===== src/rtl/uart_cmd_parser_if.sv =====
// Command hand-off bundle between uart_cmd_parser and its consumer.
// The parser is master; the register/control logic is slave.
interface uart_cmd_parser_if #(
    parameter int ARG_WIDTH = 32
);
    logic                 cmd_valid;
    logic                 cmd_ready;
    logic [7:0]           cmd_op;
    logic [ARG_WIDTH-1:0] cmd_arg;
    logic                 cmd_has_arg;

    modport master (
        output cmd_valid,
        output cmd_op,
        output cmd_arg,
        output cmd_has_arg,
        input  cmd_ready
    );

    modport slave (
        input  cmd_valid,
        input  cmd_op,
        input  cmd_arg,
        input  cmd_has_arg,
        output cmd_ready
    );
endinterface


===== src/rtl/uart_cmd_parser.sv =====
// Assembles "<letter>[hex]<CR|LF>" lines from uart_rx into command words.
// Optional byte echo is enabled by defining UART_CMD_PARSER_ECHO_EN.
module uart_cmd_parser #(
    parameter int ARG_WIDTH = 32
) (
    input  logic       clk_48,
    input  logic       reset,
    input  logic [7:0] rx_data,
    input  logic       rx_strobe,
    uart_cmd_parser_if.master cmd,
    output logic       err_strobe,
    output logic       overrun,
    output logic [7:0] echo_data,
    output logic       echo_strobe
);
    localparam int MAX_DIGITS = ARG_WIDTH / 4;
    localparam int CW = $clog2(MAX_DIGITS + 1);

    typedef enum logic [1:0] {
        S_IDLE,
        S_ARG,
        S_ERR,
        S_HOLD
    } state_t;

    state_t               state_q, state_d;
    logic [7:0]           op_q, op_d;
    logic [ARG_WIDTH-1:0] arg_q, arg_d;
    logic [CW-1:0]        cnt_q, cnt_d;
    logic                 err_q, err_d;
    logic                 ovr_q, ovr_d;

    logic       is_ws;
    logic       is_eol;
    logic       is_letter;
    logic       is_hex;
    logic [3:0] nib;

    // Classify the incoming byte and derive its hex nibble value
    always_comb begin
        is_ws     = (rx_data == 8'h20) || (rx_data == 8'h09);
        is_eol    = (rx_data == 8'h0D) || (rx_data == 8'h0A);
        is_letter = ((rx_data >= 8'h41) && (rx_data <= 8'h5A)) ||
                    ((rx_data >= 8'h61) && (rx_data <= 8'h7A));
        is_hex    = 1'b0;
        nib       = 4'h0;
        if ((rx_data >= 8'h30) && (rx_data <= 8'h39)) begin
            is_hex = 1'b1;
            nib    = rx_data[3:0];
        end else if (((rx_data >= 8'h41) && (rx_data <= 8'h46)) ||
                     ((rx_data >= 8'h61) && (rx_data <= 8'h66))) begin
            is_hex = 1'b1;
            nib    = rx_data[3:0] + 4'd9;
        end
    end

    // Line-assembly FSM: next state, accumulator and pulse requests
    always_comb begin
        state_d = state_q;
        op_d    = op_q;
        arg_d   = arg_q;
        cnt_d   = cnt_q;
        err_d   = 1'b0;
        ovr_d   = 1'b0;
        if (rx_strobe) begin
            unique case (state_q)
                S_IDLE: begin
                    unique case (1'b1)
                        is_ws, is_eol: ;
                        is_letter: begin
                            op_d    = {rx_data[7:6], 1'b0, rx_data[4:0]};
                            arg_d   = '0;
                            cnt_d   = '0;
                            state_d = S_ARG;
                        end
                        default: begin
                            err_d   = 1'b1;
                            state_d = S_ERR;
                        end
                    endcase
                end
                S_ARG: begin
                    unique case (1'b1)
                        is_hex: begin
                            if (cnt_q == CW'(MAX_DIGITS)) begin
                                err_d   = 1'b1;
                                state_d = S_ERR;
                            end else begin
                                arg_d = {arg_q[ARG_WIDTH-5:0], nib};
                                cnt_d = cnt_q + 1'b1;
                            end
                        end
                        is_ws: ;
                        is_eol: state_d = S_HOLD;
                        default: begin
                            err_d   = 1'b1;
                            state_d = S_ERR;
                        end
                    endcase
                end
                S_ERR: begin
                    if (is_eol) begin
                        state_d = S_IDLE;
                    end
                end
                S_HOLD: ovr_d = 1'b1;
            endcase
        end
        if ((state_q == S_HOLD) && cmd.cmd_ready) begin
            state_d = S_IDLE;
        end
    end

    // State and command registers
    always_ff @(posedge clk_48) begin
        if (reset) begin
            state_q <= S_IDLE;
            op_q    <= '0;
            arg_q   <= '0;
            cnt_q   <= '0;
            err_q   <= 1'b0;
            ovr_q   <= 1'b0;
        end else begin
            state_q <= state_d;
            op_q    <= op_d;
            arg_q   <= arg_d;
            cnt_q   <= cnt_d;
            err_q   <= err_d;
            ovr_q   <= ovr_d;
        end
    end

    assign cmd.cmd_valid   = (state_q == S_HOLD);
    assign cmd.cmd_op      = op_q;
    assign cmd.cmd_arg     = arg_q;
    assign cmd.cmd_has_arg = (cnt_q != '0);
    assign err_strobe      = err_q;
    assign overrun         = ovr_q;

`ifdef UART_CMD_PARSER_ECHO_EN
    logic [7:0] echo_data_q;
    logic       echo_strobe_q;
    logic       echo_take;

    assign echo_take = rx_strobe && (state_q != S_HOLD);

    // Copy every byte not dropped by HOLD towards the tx echo FIFO
    always_ff @(posedge clk_48) begin
        if (reset) begin
            echo_data_q   <= '0;
            echo_strobe_q <= 1'b0;
        end else begin
            echo_strobe_q <= echo_take;
            if (echo_take) begin
                echo_data_q <= rx_data;
            end
        end
    end

    assign echo_data   = echo_data_q;
    assign echo_strobe = echo_strobe_q;
`else
    assign echo_data   = 8'h00;
    assign echo_strobe = 1'b0;
`endif
endmodule


===== src/flat_wrapper.sv =====
// flat-port wrapper written by rule: the top's interface ports become plain ports
module uart_cmd_parser_flat 
#(
    parameter int ARG_WIDTH = 32
)
  (clk_48, reset, rx_data, rx_strobe, err_strobe, overrun, echo_data, echo_strobe, cmd_cmd_valid, cmd_cmd_op, cmd_cmd_arg, cmd_cmd_has_arg, cmd_cmd_ready);
  uart_cmd_parser_if #(.ARG_WIDTH(ARG_WIDTH)) cmd_i ();
  input  logic clk_48;
  input  logic reset;
  input  logic [7:0] rx_data;
  input  logic rx_strobe;
  output logic err_strobe;
  output logic overrun;
  output logic [7:0] echo_data;
  output logic echo_strobe;
  output wire logic [$bits(cmd_i.cmd_valid)-1:0] cmd_cmd_valid;
  output wire logic [$bits(cmd_i.cmd_op)-1:0] cmd_cmd_op;
  output wire logic [$bits(cmd_i.cmd_arg)-1:0] cmd_cmd_arg;
  output wire logic [$bits(cmd_i.cmd_has_arg)-1:0] cmd_cmd_has_arg;
  input wire logic [$bits(cmd_i.cmd_ready)-1:0] cmd_cmd_ready;
  assign cmd_cmd_valid = cmd_i.cmd_valid;
  assign cmd_cmd_op = cmd_i.cmd_op;
  assign cmd_cmd_arg = cmd_i.cmd_arg;
  assign cmd_cmd_has_arg = cmd_i.cmd_has_arg;
  assign cmd_i.cmd_ready = cmd_cmd_ready;
  uart_cmd_parser #(.ARG_WIDTH(ARG_WIDTH)) u_core (.clk_48(clk_48), .reset(reset), .rx_data(rx_data), .rx_strobe(rx_strobe), .cmd(cmd_i), .err_strobe(err_strobe), .overrun(overrun), .echo_data(echo_data), .echo_strobe(echo_strobe));
endmodule

===== config.mk =====
export PLATFORM = sky130hd
export DESIGN_NAME = uart_cmd_parser_flat
export DESIGN_NICKNAME = d
export VERILOG_FILES = /design/src/rtl/uart_cmd_parser_if.sv /design/src/rtl/uart_cmd_parser.sv /design/src/flat_wrapper.sv
export SDC_FILE = /design/constraint.sdc
export NUM_CORES = 1
export LEC_CHECK = 0
export CAP_MARGIN = 20
export CORE_ASPECT_RATIO = 0.9
export CORE_UTILIZATION = 50
export CTS_CLUSTER_DIAMETER = 200
export DETAILED_ROUTE_END_ITERATION = 10
export PLACE_DENSITY = 0.89
export SYNTH_ARGS = -nofsm -noshare
export SYNTH_HDL_FRONTEND = slang
export SYNTH_SLANG_ARGS = --single-unit

===== constraint.sdc =====
create_clock -name clk_48 -period 4.47 [get_ports clk_48]
set_input_delay 0.447 -clock clk_48 [delete_from_list [all_inputs] [get_ports clk_48]]
set_output_delay 0.447 -clock clk_48 [all_outputs]
set_load 0.02 [all_outputs]

==> flow_summary.json <==
{
  "status": "complete, no violations",
  "grt_pass1_vias": 2141,
  "cts_buffers": 5,
  "start_util_pct": 52.2,
  "synth_edf_count": 0,
  "synth_most_common_cell": "dfxtp_1",
  "worstHoldStart": "u_core.cmd.cmd_op[6]$_SDFFE_PP0P_",
  "critPathCaptureType": "register",
  "start_kind": "input port",
  "hold_viol_final": 0,
  "coreArea_mm2": 0.00489,
  "cp_max_fo": 20,
  "yosys.area.top_type": "dfxtp_1",
  "grt_start_max_net_pins": 38,
  "vias": 2330,
  "io_pins": 65,
  "rows": 24,
  "cts_sinks": 47,
  "fin_area_mm2": 0.00320,
  "io_buffer_count": 54,
  "globalRouteOverflowTotal": 0,
  "fmaxAchievable_ghz": 0.328,
  "n_fill_cell": 408,
  "regToRegSetupSlack_ns": 1.82,
  "netlist_area_mm2": 0.00256,
  "antenna_found_initial": 0,
  "synth_ff_type": "dfxtp_1",
  "cellPowerDensity_mw_per_mm2": 291,
  "hold_end": "u_core.cmd.cmd_op[6]$_SDFFE_PP0P_",
  "tightest_slew_ns": 0.774,
  "drtIter0Drc": 235,
  "async_flop_share_pct": 0,
  "yosysTopAreaCellShare_pct": 36.8,
  "post-cts-setup-buffer-count": 0,
  "area_growth_pct": 25.2,
  "ys_ff_latch": 47,
  "arrival_ns": 3.30,
  "period_needed_ns": 3.05,
  "yosysSeqAreaShare_pct": 36.8,
  "wl_um": 6220,
  "crit_path_start": "rx_data[3]",
  "insertion_delay_ns": 0.31,
  "die_area_mm2": 0.00541,
  "vias_per_cell": 5.96,
  "diodes": 0,
  "regArea_um2": 941,
  "postSynthCellCount": 282,
  "holdPathStages": 2,
  "die_h_um": 69.9,
  "r2r_end": "u_core.cmd.cmd_arg[19]$_SDFFE_PP0P_",
  "die_w_um": 77.4,
  "cts_tree": "yes",
  "multi_input_area_mm2": 0.00141,
  "nets": 347,
  "yosysWarningCount": 0,
  "fin_crit_sh_pct": 68.3,
  "irDropWorstVdd_uv": 224,
  "drcViolationCount": 0,
  "cp.required_ns": 4.71,
  "r2r-start": "u_core.state_q[1]$_SDFFE_PP0P_",
  "path_class": "in2reg",
  "antenna_left": 0,
  "cts_resized": 0,
  "finalSetupViolations": 0,
  "maxSlewHeadroom_pct": 48.2,
  "skew_ns": 0.00536,
  "worst-r2r-cell-count": 8,
  "ys_types": 52,
  "syn_area_per_cell_um2": 9.07,
  "wire_per_inst_um": 15.9,
  "grt.total_usage_pct": 24.1,
  "dp_hpwl_um": 4160,
  "place_congestion": 0.921,
  "clkSlewWorstSetupHoldPaths_ns": 0.09,
  "cts_hold_buf": 0,
  "final_max_slew_viol_count": 0,
  "synthTopCellsByArea": "dfxtp_1 37%, o31ai_1 5.9%, mux2i_1 5.1%",
  "setup_tns_ns": 0,
  "clock_path_buffers": 2,
  "hp-class": "reg2reg",
  "synth_common_cells": "47 x dfxtp_1, 25 x nand2_1, 23 x a21oi_1",
  "dpl_cell_area_mm2": 0.00306,
  "p_leak_nw": 1.11,
  "dr.pass1.iters": 4,
  "cts_root_buf": "clkbuf_8",
  "htreeDepth": 2,
  "grt_pass1_wl_um": 10300,
  "grt_setup_unrepaired": "false",
  "maxCapViolCount": 0,
  "drive_above_1_share_pct": 7.67
}
layout by cell type, fill, tap and decap left out, drive strengths merged, types with 10 or more instances in the layout:
cell / instances
a21oi: 24
ha: 10
o31ai: 20
dfxtp: 47
clkdlybuf4s50: 54
nand4: 18
conb: 10
inv: 15
mux2i: 13
nand2: 25
worst max-delay path, cell delays in order:
cell and delay, ns:
clkdlybuf4s50_1 0.61, or4b_4 0.65, a2111oi_4 0.44, nor4_4 0.05
buf_4 0.23, nor3_4 0.59, mux2i_1 0.27
state kept, by name, summed over array words and instances (netlist names):
register and flops:
u_core.cnt_q 4, u_core.cmd.cmd_op 7, u_core.overrun 1, u_core.cmd.cmd_arg 32
u_core.err_strobe 1, u_core.state_q 2
routing by layer:
layer  up-vias  routed length, um  share of wire (%)  global-route usage [%]
li1       1124                  -                  -                       -
met2        91               2880                 46                    37.9
met4         0                 87                1.4                    7.13
met3         7                448                7.2                    4.97
met5         -                  0                  0                       0
met1      1108               2810                 45                    33.3
through the flow:
stage | util, % | power [mW] | hold slack (ns) | worst slack, ns | cells
after floorplan | - | 0.530 | 0.468 | 2.19 | 291
after global placement | 62.6 | 0.554 | 0.452 | 1.19 | 383
after detailed placement | 62.6 | 0.557 | 0.463 | 1.09 | 383
after CTS | 65.4 | 0.935 | 0.483 | 1.41 | 391
after global routing | 65.4 | 0.963 | 0.508 | 1.20 | 391
final | 65.4 | 0.932 | 0.473 | 1.42 | 391
report_power, final:
| group | internal [mW] | total (mW) | switching, mW |
|---|---|---|---|
| registers | 0.423 | 0.427 | 0.00368 |
| clock network | 0.227 | 0.383 | 0.156 |
| logic | 0.0425 | 0.122 | 0.0796 |
| total | 0.693 | 0.932 | 0.239 |
kinds of logic (layout without fill, tap and decap cells):
kind of cell / Yosys count / after routing / synth area share, %
and+or+nand+nor: 85 / 85 / 20.1
other: 1 / 10 / 0.147
AOI/OAI and AO/OA: 79 / 79 / 22.9
buffers and inverters: 47 / 82 / 10.1
DFF: 47 / 47 / 36.8
adders and majority gates: 10 / 10 / 4.89
muxes: 13 / 13 / 5.09
worst max-delay path by stage:
stage                                                to  cells after the start
floorplan                  u_core.cnt_q[3]$_SDFFE_PP0P_                      8
global placement    u_core.cmd.cmd_arg[20]$_SDFFE_PP0P_                      7
detailed placement  u_core.cmd.cmd_arg[19]$_SDFFE_PP0P_                      7
CTS                 u_core.cmd.cmd_arg[19]$_SDFFE_PP0P_                      7
global route         u_core.cmd.cmd_arg[2]$_SDFFE_PP0P_                      9
finish              u_core.cmd.cmd_arg[19]$_SDFFE_PP0P_                      7
final cells by class:
| class | count | area share, % |
|---|---|---|
| inverters | 15 | 1.76 |
| clock buffers | 5 | 2.15 |
| well taps | 65 | 2.54 |
| multi-input cells | 197 | 43.9 |
| repair buffers | 59 | 18.0 |
| flip-flops and latches | 47 | 29.4 |
| clock inverters | 3 | 2.23 |
Note: power is estimated with default switching activity, not from simulation.
